==> config.mk <==
export PLATFORM = sky130hd
export DESIGN_NAME = lfsr_range_sampler_flat
export DESIGN_NICKNAME = d
export VERILOG_FILES = /design/src/rtl/lfsr_range_sampler_if.sv /design/src/rtl/lfsr_range_sampler.sv /design/src/flat_wrapper.sv
export SDC_FILE = /design/constraint.sdc
export NUM_CORES = 1
export LEC_CHECK = 0
export CORE_MARGIN = 2
export CORE_UTILIZATION = 25
export DETAILED_ROUTE_END_ITERATION = 10
export PLACE_DENSITY_LB_ADDON = 0.2
export SLEW_MARGIN = 10
export SYNTH_ARGS = -nofsm -noshare
export SYNTH_HDL_FRONTEND = slang
export SYNTH_SLANG_ARGS = --single-unit
==> constraint.sdc <==
create_clock -name clk -period 9 [get_ports clk]
set_input_delay 2.25 -clock clk [delete_from_list [all_inputs] [get_ports clk]]
set_output_delay 2.25 -clock clk [all_outputs]
set_load 0.1 [all_outputs]
==> src/rtl/lfsr_range_sampler_if.sv <==
// rtl/lfsr_range_sampler_if.sv - valid/ready output stream carrying bounded random values
//
// Ports (signals):
//   rnd_out   : head-of-FIFO value, driven by the sampler
//   rnd_valid : FIFO non-empty, driven by the sampler
//   rnd_ready : consumer accepts rnd_out this cycle, driven by the consumer
// Modports:
//   master : the sampler side (drives rnd_out/rnd_valid)
//   slave  : the consumer side (drives rnd_ready)

interface lfsr_range_sampler_if #(
    parameter int WIDTH = 8
) ();

    logic [WIDTH-1:0] rnd_out;
    logic             rnd_valid;
    logic             rnd_ready;

    modport master (
        output rnd_out,
        output rnd_valid,
        input  rnd_ready
    );

    modport slave (
        input  rnd_out,
        input  rnd_valid,
        output rnd_ready
    );

endinterface

==> src/rtl/lfsr_range_sampler.sv <==
// rtl/lfsr_range_sampler.sv - rejection sampler turning an LFSR stream into bounded values
//
// Ports:
//   clk        : system clock, all state updates on the rising edge
//   reset      : synchronous active-high reset, clears all state
//   enable     : rnd_in is sampled this cycle
//   rnd_in     : LFSR state
//   limit      : exclusive upper bound, 0 means accept everything
//   rnd        : output stream (master modport: rnd_out, rnd_valid, rnd_ready)
//   count      : current FIFO occupancy
//   reject_cnt : saturating count of out-of-range samples
//   stuck      : sticky flag, rnd_in repeated STUCK_CYCLES times in a row

module lfsr_range_sampler #(
    parameter int WIDTH        = 8,
    parameter int DEPTH        = 4,
    parameter int STUCK_CYCLES = 4
) (
    input  logic                     clk,
    input  logic                     reset,
    input  logic                     enable,
    input  logic [WIDTH-1:0]         rnd_in,
    input  logic [WIDTH-1:0]         limit,
    lfsr_range_sampler_if.master     rnd,
    output logic [$clog2(DEPTH):0]   count,
    output logic [7:0]               reject_cnt,
    output logic                     stuck
);

    localparam int AW = $clog2(DEPTH);
    localparam int CW = AW + 1;
    localparam int RW = $clog2(STUCK_CYCLES + 1);

    localparam logic [CW-1:0] COUNT_FULL = CW'(DEPTH);
    localparam logic [RW-1:0] RUN_MAX    = RW'(STUCK_CYCLES);
    localparam logic [RW-1:0] RUN_TRIP   = RW'(STUCK_CYCLES - 1);

    logic [WIDTH-1:0] mem [DEPTH];
    logic [AW-1:0]    wr_ptr;
    logic [AW-1:0]    rd_ptr;
    logic [AW-1:0]    rd_next;
    logic [WIDTH-1:0] head_q;
    logic [WIDTH-1:0] head_next;
    logic [WIDTH-1:0] prev_sample;
    logic [RW-1:0]    run_cnt;
    logic [RW-1:0]    run_next;

    logic in_range;
    logic empty;
    logic full;
    logic pop;
    logic push;
    logic reject;
    logic same;

    assign in_range = (limit == '0) || (rnd_in < limit);
    assign empty    = (count == '0);
    assign full     = (count == COUNT_FULL);
    assign pop      = !empty && rnd.rnd_ready;
    // A full FIFO still accepts a sample when the head leaves in the same cycle.
    assign push     = enable && in_range && (!full || pop);
    assign reject   = enable && !in_range;
    assign rd_next  = rd_ptr + AW'(1);

    assign rnd.rnd_out   = head_q;
    assign rnd.rnd_valid = !empty;

    // The head is kept in its own register so rnd_out reads 0 after reset and
    // holds the last head while empty instead of exposing a stale slot.
    always_comb begin
        head_next = head_q;
        if (pop) begin
            if (count == CW'(1)) begin
                if (push) begin
                    head_next = rnd_in;
                end
            end else begin
                // With two or more entries the next slot is valid; a concurrent
                // push when full lands on the slot being vacated, not rd_next.
                head_next = mem[rd_next];
            end
        end else if (empty && push) begin
            head_next = rnd_in;
        end
    end

    always_comb begin
        same     = (rnd_in == prev_sample);
        run_next = '0;
        if (same) begin
            run_next = (run_cnt == RUN_MAX) ? run_cnt : run_cnt + RW'(1);
        end
    end

    // Storage needs no reset: occupancy and pointers decide what is valid.
    always_ff @(posedge clk) begin
        if (!reset && push) begin
            mem[wr_ptr] <= rnd_in;
        end
    end

    always_ff @(posedge clk) begin
        if (reset) begin
            wr_ptr      <= '0;
            rd_ptr      <= '0;
            count       <= '0;
            head_q      <= '0;
            reject_cnt  <= '0;
            prev_sample <= '0;
            run_cnt     <= '0;
            stuck       <= 1'b0;
        end else begin
            if (push) begin
                wr_ptr <= wr_ptr + AW'(1);
            end
            if (pop) begin
                rd_ptr <= rd_next;
            end
            case ({push, pop})
                2'b10:   count <= count + CW'(1);
                2'b01:   count <= count - CW'(1);
                default: count <= count;
            endcase
            head_q <= head_next;

            if (reject && (reject_cnt != 8'hFF)) begin
                reject_cnt <= reject_cnt + 8'd1;
            end

            // prev_sample starts at 0, so an all-zero LFSR trips after
            // STUCK_CYCLES-1 enabled cycles.
            if (enable) begin
                prev_sample <= rnd_in;
                run_cnt     <= run_next;
                if (same && (run_next >= RUN_TRIP)) begin
                    stuck <= 1'b1;
                end
            end
        end
    end

endmodule

==> src/flat_wrapper.sv <==
// flat-port wrapper written by rule: the top's interface ports become plain ports
module lfsr_range_sampler_flat 
#(
    parameter int WIDTH        = 8,
    parameter int DEPTH        = 4,
    parameter int STUCK_CYCLES = 4
)
  (clk, reset, enable, rnd_in, limit, count, reject_cnt, stuck, rnd_rnd_out, rnd_rnd_valid, rnd_rnd_ready);
  lfsr_range_sampler_if #(.WIDTH(WIDTH)) rnd_i ();
  input  logic clk;
  input  logic reset;
  input  logic enable;
  input  logic [WIDTH-1:0] rnd_in;
  input  logic [WIDTH-1:0] limit;
  output logic [$clog2(DEPTH):0] count;
  output logic [7:0] reject_cnt;
  output logic stuck;
  output wire logic [$bits(rnd_i.rnd_out)-1:0] rnd_rnd_out;
  output wire logic [$bits(rnd_i.rnd_valid)-1:0] rnd_rnd_valid;
  input wire logic [$bits(rnd_i.rnd_ready)-1:0] rnd_rnd_ready;
  assign rnd_rnd_out = rnd_i.rnd_out;
  assign rnd_rnd_valid = rnd_i.rnd_valid;
  assign rnd_i.rnd_ready = rnd_rnd_ready;
  lfsr_range_sampler #(.WIDTH(WIDTH), .DEPTH(DEPTH), .STUCK_CYCLES(STUCK_CYCLES)) u_core (.clk(clk), .reset(reset), .enable(enable), .rnd_in(rnd_in), .limit(limit), .rnd(rnd_i), .count(count), .reject_cnt(reject_cnt), .stuck(stuck));
endmodule
==> flow_metrics.tcl, run 1 <==
set metrics [dict create \
    fmax_mhz 194 \
    nets 344 \
    die_w_um 117 \
    clkTransAtPathRegs_ps 60 \
    ys_warn_count 0 \
    start_util_pct 25.3 \
    critPathTopFamily "simple AND/OR/NAND/NOR gates" \
    clockBufferDepth 2 \
    synth_top_area_share_pct 30.3 \
    startpoint_type "input port" \
    min_path_type "register to register" \
    drive_gt1_share_pct 9.68 \
    irDropWorstVdd_mv 0.0926 \
    final.setup_skew_ps 5.83 \
    tns_ps 0 \
    path_buf_inv 2 \
    max_cap_viol_count 0 \
    synth_compound_area_share_pct 8.69 \
    syn-instance-count 262 \
    synthXorXnorAreaFrac_pct 4.97 \
    place_ws_ps 3460 \
    r2r_start "u_core.count[0]$_SDFFE_PP0P_" \
    synth-seq-area-share_pct 52.4 \
    via_per_inst 4.26 \
    path_common_cell "ha_1" \
    numCtsBuffers 9 \
    synthFlopType "dfxtp_1" \
    end_kind "register" \
    fin_crit_ps 5150 \
    worst_pin_slew_ps 982 \
    grt_usage_pct 10.7 \
    grt_max_degree 37 \
    syn_nets 301 \
    slew_viol_final 0 \
    hpwl_um 4770 \
    min_period_over_period_pct 57.3 \
    path_class "input port to register" \
    wirelength_um 6640 \
    timing.rr.end "u_core.count[2]$_SDFFE_PP0P_" \
    drtIter0Drc 70 \
    cts_max_level 3 \
    syn_area_per_cell_um2 12.1 \
    cp.required_ps 9260 \
    die_h_um 117 \
    status "finished clean" \
    core_mm2 0.0125 \
    synthArstFlopShare_pct 0 \
    crit_slowest_cell "clkdlybuf4s50_1" \
    synth.area.top_cells "edfxtp_1, dfxtp_1, ha_1" \
    hp-start "u_core.stuck$_SDFFE_PP0P_" \
    drt-pass1-iter-count 5 \
    setup_viol 0 \
    rsz0062_at_grt "false" \
    grt_pass1_wl_um 10800 \
    antenna_found_initial 0 \
    wl_per_cell_um 13.8 \
    grt_overflow 0 \
    drc 0 \
    synth-simple-area-share_pct 11.3 \
    cts_resized 0 \
    via_count 2052 \
    synth_top_family_by_area "multiplexers" \
    port_buffers 40 \
    crit_arrival_ps 5410 \
    synthMuxAreaShare_pct 11.7 \
    synth.distinct_cells 38 \
    num_rows 41 \
    synthAdderAreaFrac_pct 7.50 \
    hold_buffers 0 \
    cpPeakStageDelay_ps 640 \
    power.leakage_nw 1.42 \
    area_growth_syn_to_layout_pct 27.1 \
    post_cts_buffers 0 \
    dpl-instance-area_mm2 0.00375 \
    finalInstanceArea_mm2 0.00403 \
    synth_top_area_cell "edfxtp_1" \
    boundaryPins 41 \
    first_global_vias 2078 \
    cts_root_buf "clkbuf_16" \
    cp_cell_sequence "clkdlybuf4s50_1 > ha_1 > a2111oi_0 > or4_1 > and4_1 > inv_1 > ha_1 > or3_1 > a21oi_1" \
    cts_num_sinks 67 \
    min_to "u_core.stuck$_SDFFE_PP0P_" \
    rrSetupSlack_ps 6870 \
    ys_ff_latch 67 \
    postRouteAntennaNets 0 \
    hold_viol_final 0 \
    cts_tree "done" \
    path_max_fanout 8 \
    min_path_cells 2 \
    max_slew_margin_pct 34.3 \
    dieArea_mm2 0.0136 \
    fin_ws_ps 3850 \
    power_density_mw_per_mm2 268 \
    diodes 0 \
    synth_edf_count 32 \
    synth_area_mm2 0.00317 \
    clock_latency_ps 330 \
    gp_congestion 0.753 \
    r2r_cells 8 \
]
worst register-to-register path: stages (launching register included):
cell and delay (ps):
dfxtp_1 420, inv_1 100, ha_1 230, nand3b_1 90, and4_1 300, inv_1 70, ha_1 350, or3_1 380
a21oi_1 130
registers in the layout, indices dropped and copies added (netlist names):
register and count:
u_core.rnd.rnd_out 8, u_core.wr_ptr 2, u_core.run_cnt 3, u_core.mem 32, u_core.stuck 1, u_core.reject_cnt 8, u_core.rd_ptr 2, u_core.prev_sample 8
u_core.count 3
layout make-up:
type,count,area [um2]
Timing Repair Buffer,42,415
Fill cell,1296,8490
Tap cell,172,215
Inverter,16,60.1
Clock inverter,7,51.3
Multi-Input combinational cell,169,1400
Sequential cell,67,1660
Clock buffer,9,225
metal layers:
layer	up-vias	track usage (%)	wire length (um)
met5	-	0	0
met4	0	3.06	52
met3	7	3.89	242
met2	35	17.8	3240
met1	977	13.1	3110
li1	1033	-	-
kinds of logic (layout without fill, tap and decap cells):
family | Yosys count | after routing
XOR/XNOR | 18 | 18
adder cells (fa/ha/maj) | 19 | 19
AND/OR/NAND/NOR | 71 | 71
buffers and inverters | 26 | 74
AO/OA/AOI/OAI | 34 | 34
flip-flops | 67 | 67
multiplexers | 27 | 27
placed cells by master, fill, tap and decap left out, drive strengths merged, types with 9 or more instances in the layout:
cell / n
edfxtp: 32
clkbuf: 9
a211oi: 12
mux2i: 19
inv: 19
clkdlybuf4s50: 40
nor2: 33
dfxtp: 35
xnor2: 15
ha: 19
synth_stat cells, drive strengths merged, types with 3 or more instances:
cell and instances:
edfxtp 32, clkbuf 6, or4 3, a211oi 12, xor2 3, mux4 8, nand3 8, buf 4
mux2i 19, a2111oi 3, and2 6, nand4 4, nand3b 3, nand2 7, nand2b 3, inv 16
ha 19, nor2 33, o21ai 5, a21oi 8, dfxtp 35, xnor2 15
how the worst max path moves through the flow:
stage                                              end  startpoint  cells after the start  slack [ps]
after detailed placement  u_core.count[2]$_SDFFE_PP0P_   rnd_in[2]                      9        3460
after global routing      u_core.count[2]$_SDFFE_PP0P_   rnd_in[2]                      9        3710
after CTS                 u_core.count[2]$_SDFFE_PP0P_   rnd_in[2]                      9        3800
after global placement    u_core.count[2]$_SDFFE_PP0P_   rnd_in[1]                      9        3530
final                     u_core.count[2]$_SDFFE_PP0P_   rnd_in[1]                      9        3850
after floorplan           u_core.count[2]$_SDFFE_PP0P_    limit[7]                     11        4480
where the power goes:
part / internal, mW / switching (mW) / leakage [nW]
combinational: 0.116 / 0.262 / 0.708
clock: 0.189 / 0.138 / 0.140
sequential: 0.350 / 0.0281 / 0.576
metrics by stage:
stage | total power [mW] | utilization [%] | hold slack (ps) | cells
detailed placement | 0.766 | 30.0 | 461 | 466
global route | 1.14 | 32.2 | 503 | 482
floorplan | 0.675 | - | 459 | 262
finish | 1.08 | 32.2 | 483 | 482
global placement | 0.766 | 30.0 | 459 | 466
CTS | 1.10 | 32.2 | 487 | 482
Power figures use the tool's default switching activity.
==> run 2, diff against run 1 <==
==> constraint.sdc (replaced) <==
create_clock -name clk -period 4.2 [get_ports clk]
set_input_delay 1.05 -clock clk [delete_from_list [all_inputs] [get_ports clk]]
set_output_delay 1.05 -clock clk [all_outputs]
set_load 0.1 [all_outputs]
==> run 2 against run 1 <==
Compared with the run above: routed wire length is 1.9% higher; flip-flop and latch count stayed put; first-iteration DRC count fell by 4.3%; combinational power rose by 110%; worst hold slack gained 8.7 ps; count of clock-buffer cells in the layout unchanged; cell count grew 2.5%; worst setup slack lost 3200 ps; sequential share of layout area decreased by 1.1 points; via count grew 1.5%.
==> flow_metrics.tcl, run 2 (synthesized netlist as in run 1, its figures left out) <==
set metrics [dict create \
    fin_cells 494 \
    multi_input_area_mm2 0.00140 \
    layout.cells.most_common "clkdlybuf4s50_1" \
    path_max_fanout 8 \
    fin_ws_ps 681 \
    die_h_um 117 \
    port_buffers 40 \
    hold_buffers 0 \
    min_period_over_period_pct 83.8 \
    seq_area_mm2 0.00166 \
    via_count 2082 \
    max_slew_margin_pct 23.9 \
    worst_pin_slew_ps 1130 \
    num_rows 41 \
    power_density_mw_per_mm2 573 \
    layout_common_cells "clkdlybuf4s50_1, dfxtp_1, nor2_1" \
    antenna_found_initial 0 \
    cts_num_sinks 67 \
    start_util_pct 25.3 \
    startpoint_type "input port" \
    fillers 1274 \
    top_register "u_core.mem" \
    drive_gt1_share_pct 13.7 \
    dieArea_mm2 0.0136 \
    drt-pass1-iter-count 4 \
    nets 356 \
    crit_arrival_ps 3780 \
    cts_tree "done" \
    irDropWorstVdd_mv 0.197 \
    critPathTopFamily "simple AND/OR/NAND/NOR gates" \
    first_global_vias 2213 \
    grt_max_degree 37 \
    power.leakage_nw 1.49 \
    dpl-instance-area_mm2 0.00384 \
    fin_crit_ps 3520 \
    place_ws_ps 355 \
    end_kind "register" \
    finalInstanceArea_mm2 0.00414 \
    drc 0 \
    slew_viol_final 0 \
    clockBufferDepth 2 \
    crit_slowest_cell "clkdlybuf4s50_1" \
    cts_root_buf "clkbuf_16" \
    grt_usage_pct 10.9 \
    whs_ps 492 \
    final.setup_skew_ps 6.50 \
    cp.required_ps 4460 \
    cpPeakStageDelay_ps 570 \
    grt_pass1_wl_um 11000 \
    fmax_mhz 284 \
    grt_overflow 0 \
    setup_viol 0 \
    path_common_cell "ha_1" \
    dp.cells 478 \
    post_cts_buffers 0 \
    status "finished clean" \
    via_per_inst 4.21 \
    hpwl_um 5040 \
    min_path_type "register to register" \
    largest_register_ffs 32 \
    clock_latency_ps 330 \
    postRouteAntennaNets 0 \
    wl_per_cell_um 13.7 \
    boundaryPins 41 \
    cts_resized 0 \
    core_mm2 0.0125 \
    drtIter0Drc 67 \
    tns_ps 0 \
    cp_cell_sequence "clkdlybuf4s50_1 > ha_1 > nand4_1 > or4_1 > and4_1 > inv_1 > ha_1 > or3_1 > a21oi_1" \
    die_w_um 117 \
    diodes 0 \
    wirelength_um 6770 \
    cts_max_level 3 \
    numCtsBuffers 9 \
    max_cap_viol_count 0 \
    area_growth_syn_to_layout_pct 30.7 \
    hold_viol_final 0 \
    path_class "input port to register" \
    rsz0062_at_grt "false" \
    gp_congestion 0.707 \
    clkTransAtPathRegs_ps 50 \
    path_buf_inv 2 \
]
==> run 2: cell count changes in the layout (fill, tap and decap cells not counted), sizes merged <==
cell / change
inv: -2
clkdlybuf4s50: -1
clkinvlp: +2
buf: +13
bufinv: +1
clkinv: -1
==> run 2: worst min-delay path, stage by stage (launching register included) <==
cell and delay (ps):
dfxtp_1 330, a21oi_1 40, nor2_1 80
==> run 2: stage by stage <==
step           total power [mW]  utilization [%]
6_report                   2.37             33.1
4_1_cts                    2.40             33.1
3_3_place_gp               1.64             30.7
3_5_place_dp               1.64             30.7
2_1_floorplan              1.45                -
5_1_grt                    2.49             33.1
==> run 2: metal layers <==
| layer | GRT usage, % | share of wire (%) | routed length [um] | vias up |
|---|---|---|---|---|
| li1 | - | - | - | 1060 |
| met1 | 13.4 | 48 | 3260 | 973 |
| met2 | 17.8 | 46 | 3100 | 38 |
| met3 | 4.10 | 4.4 | 296 | 11 |
| met4 | 3.29 | 1.6 | 107 | 0 |
| met5 | 0 | 0 | 0 | - |
==> run 2: path summary, 6_finish.rpt <==
kind	startpoint	to	slack, ps	cells past startpoint
min	u_core.stuck$_SDFFE_PP0P_	u_core.stuck$_SDFFE_PP0P_	490	2
min reg2reg	u_core.stuck$_SDFFE_PP0P_	u_core.stuck$_SDFFE_PP0P_	490	2
max	rnd_in[7]	u_core.count[2]$_SDFFE_PP0P_	680	9
max reg2reg	u_core.count[0]$_SDFFE_PP0P_	u_core.count[2]$_SDFFE_PP0P_	2160	8
==> run 2: power breakdown <==
group	leakage [nW]	total (mW)	switching (mW)	internal (mW)
logic	0.769	0.810	0.562	0.248
clock network	0.142	0.754	0.292	0.462
registers	0.576	0.810	0.0603	0.749
total	1.49	2.37	0.914	1.46
==> run 2: area by class of cell <==
type                       instances  share of cell area [%]
sequential                        67                    40.1
multi-input combinational        169                    33.8
clock inverter                     7                    1.84
timing repair buffer              54                    12.1
clock buffer                       9                    5.44
tap                              172                    5.20
inverter                          16                    1.45
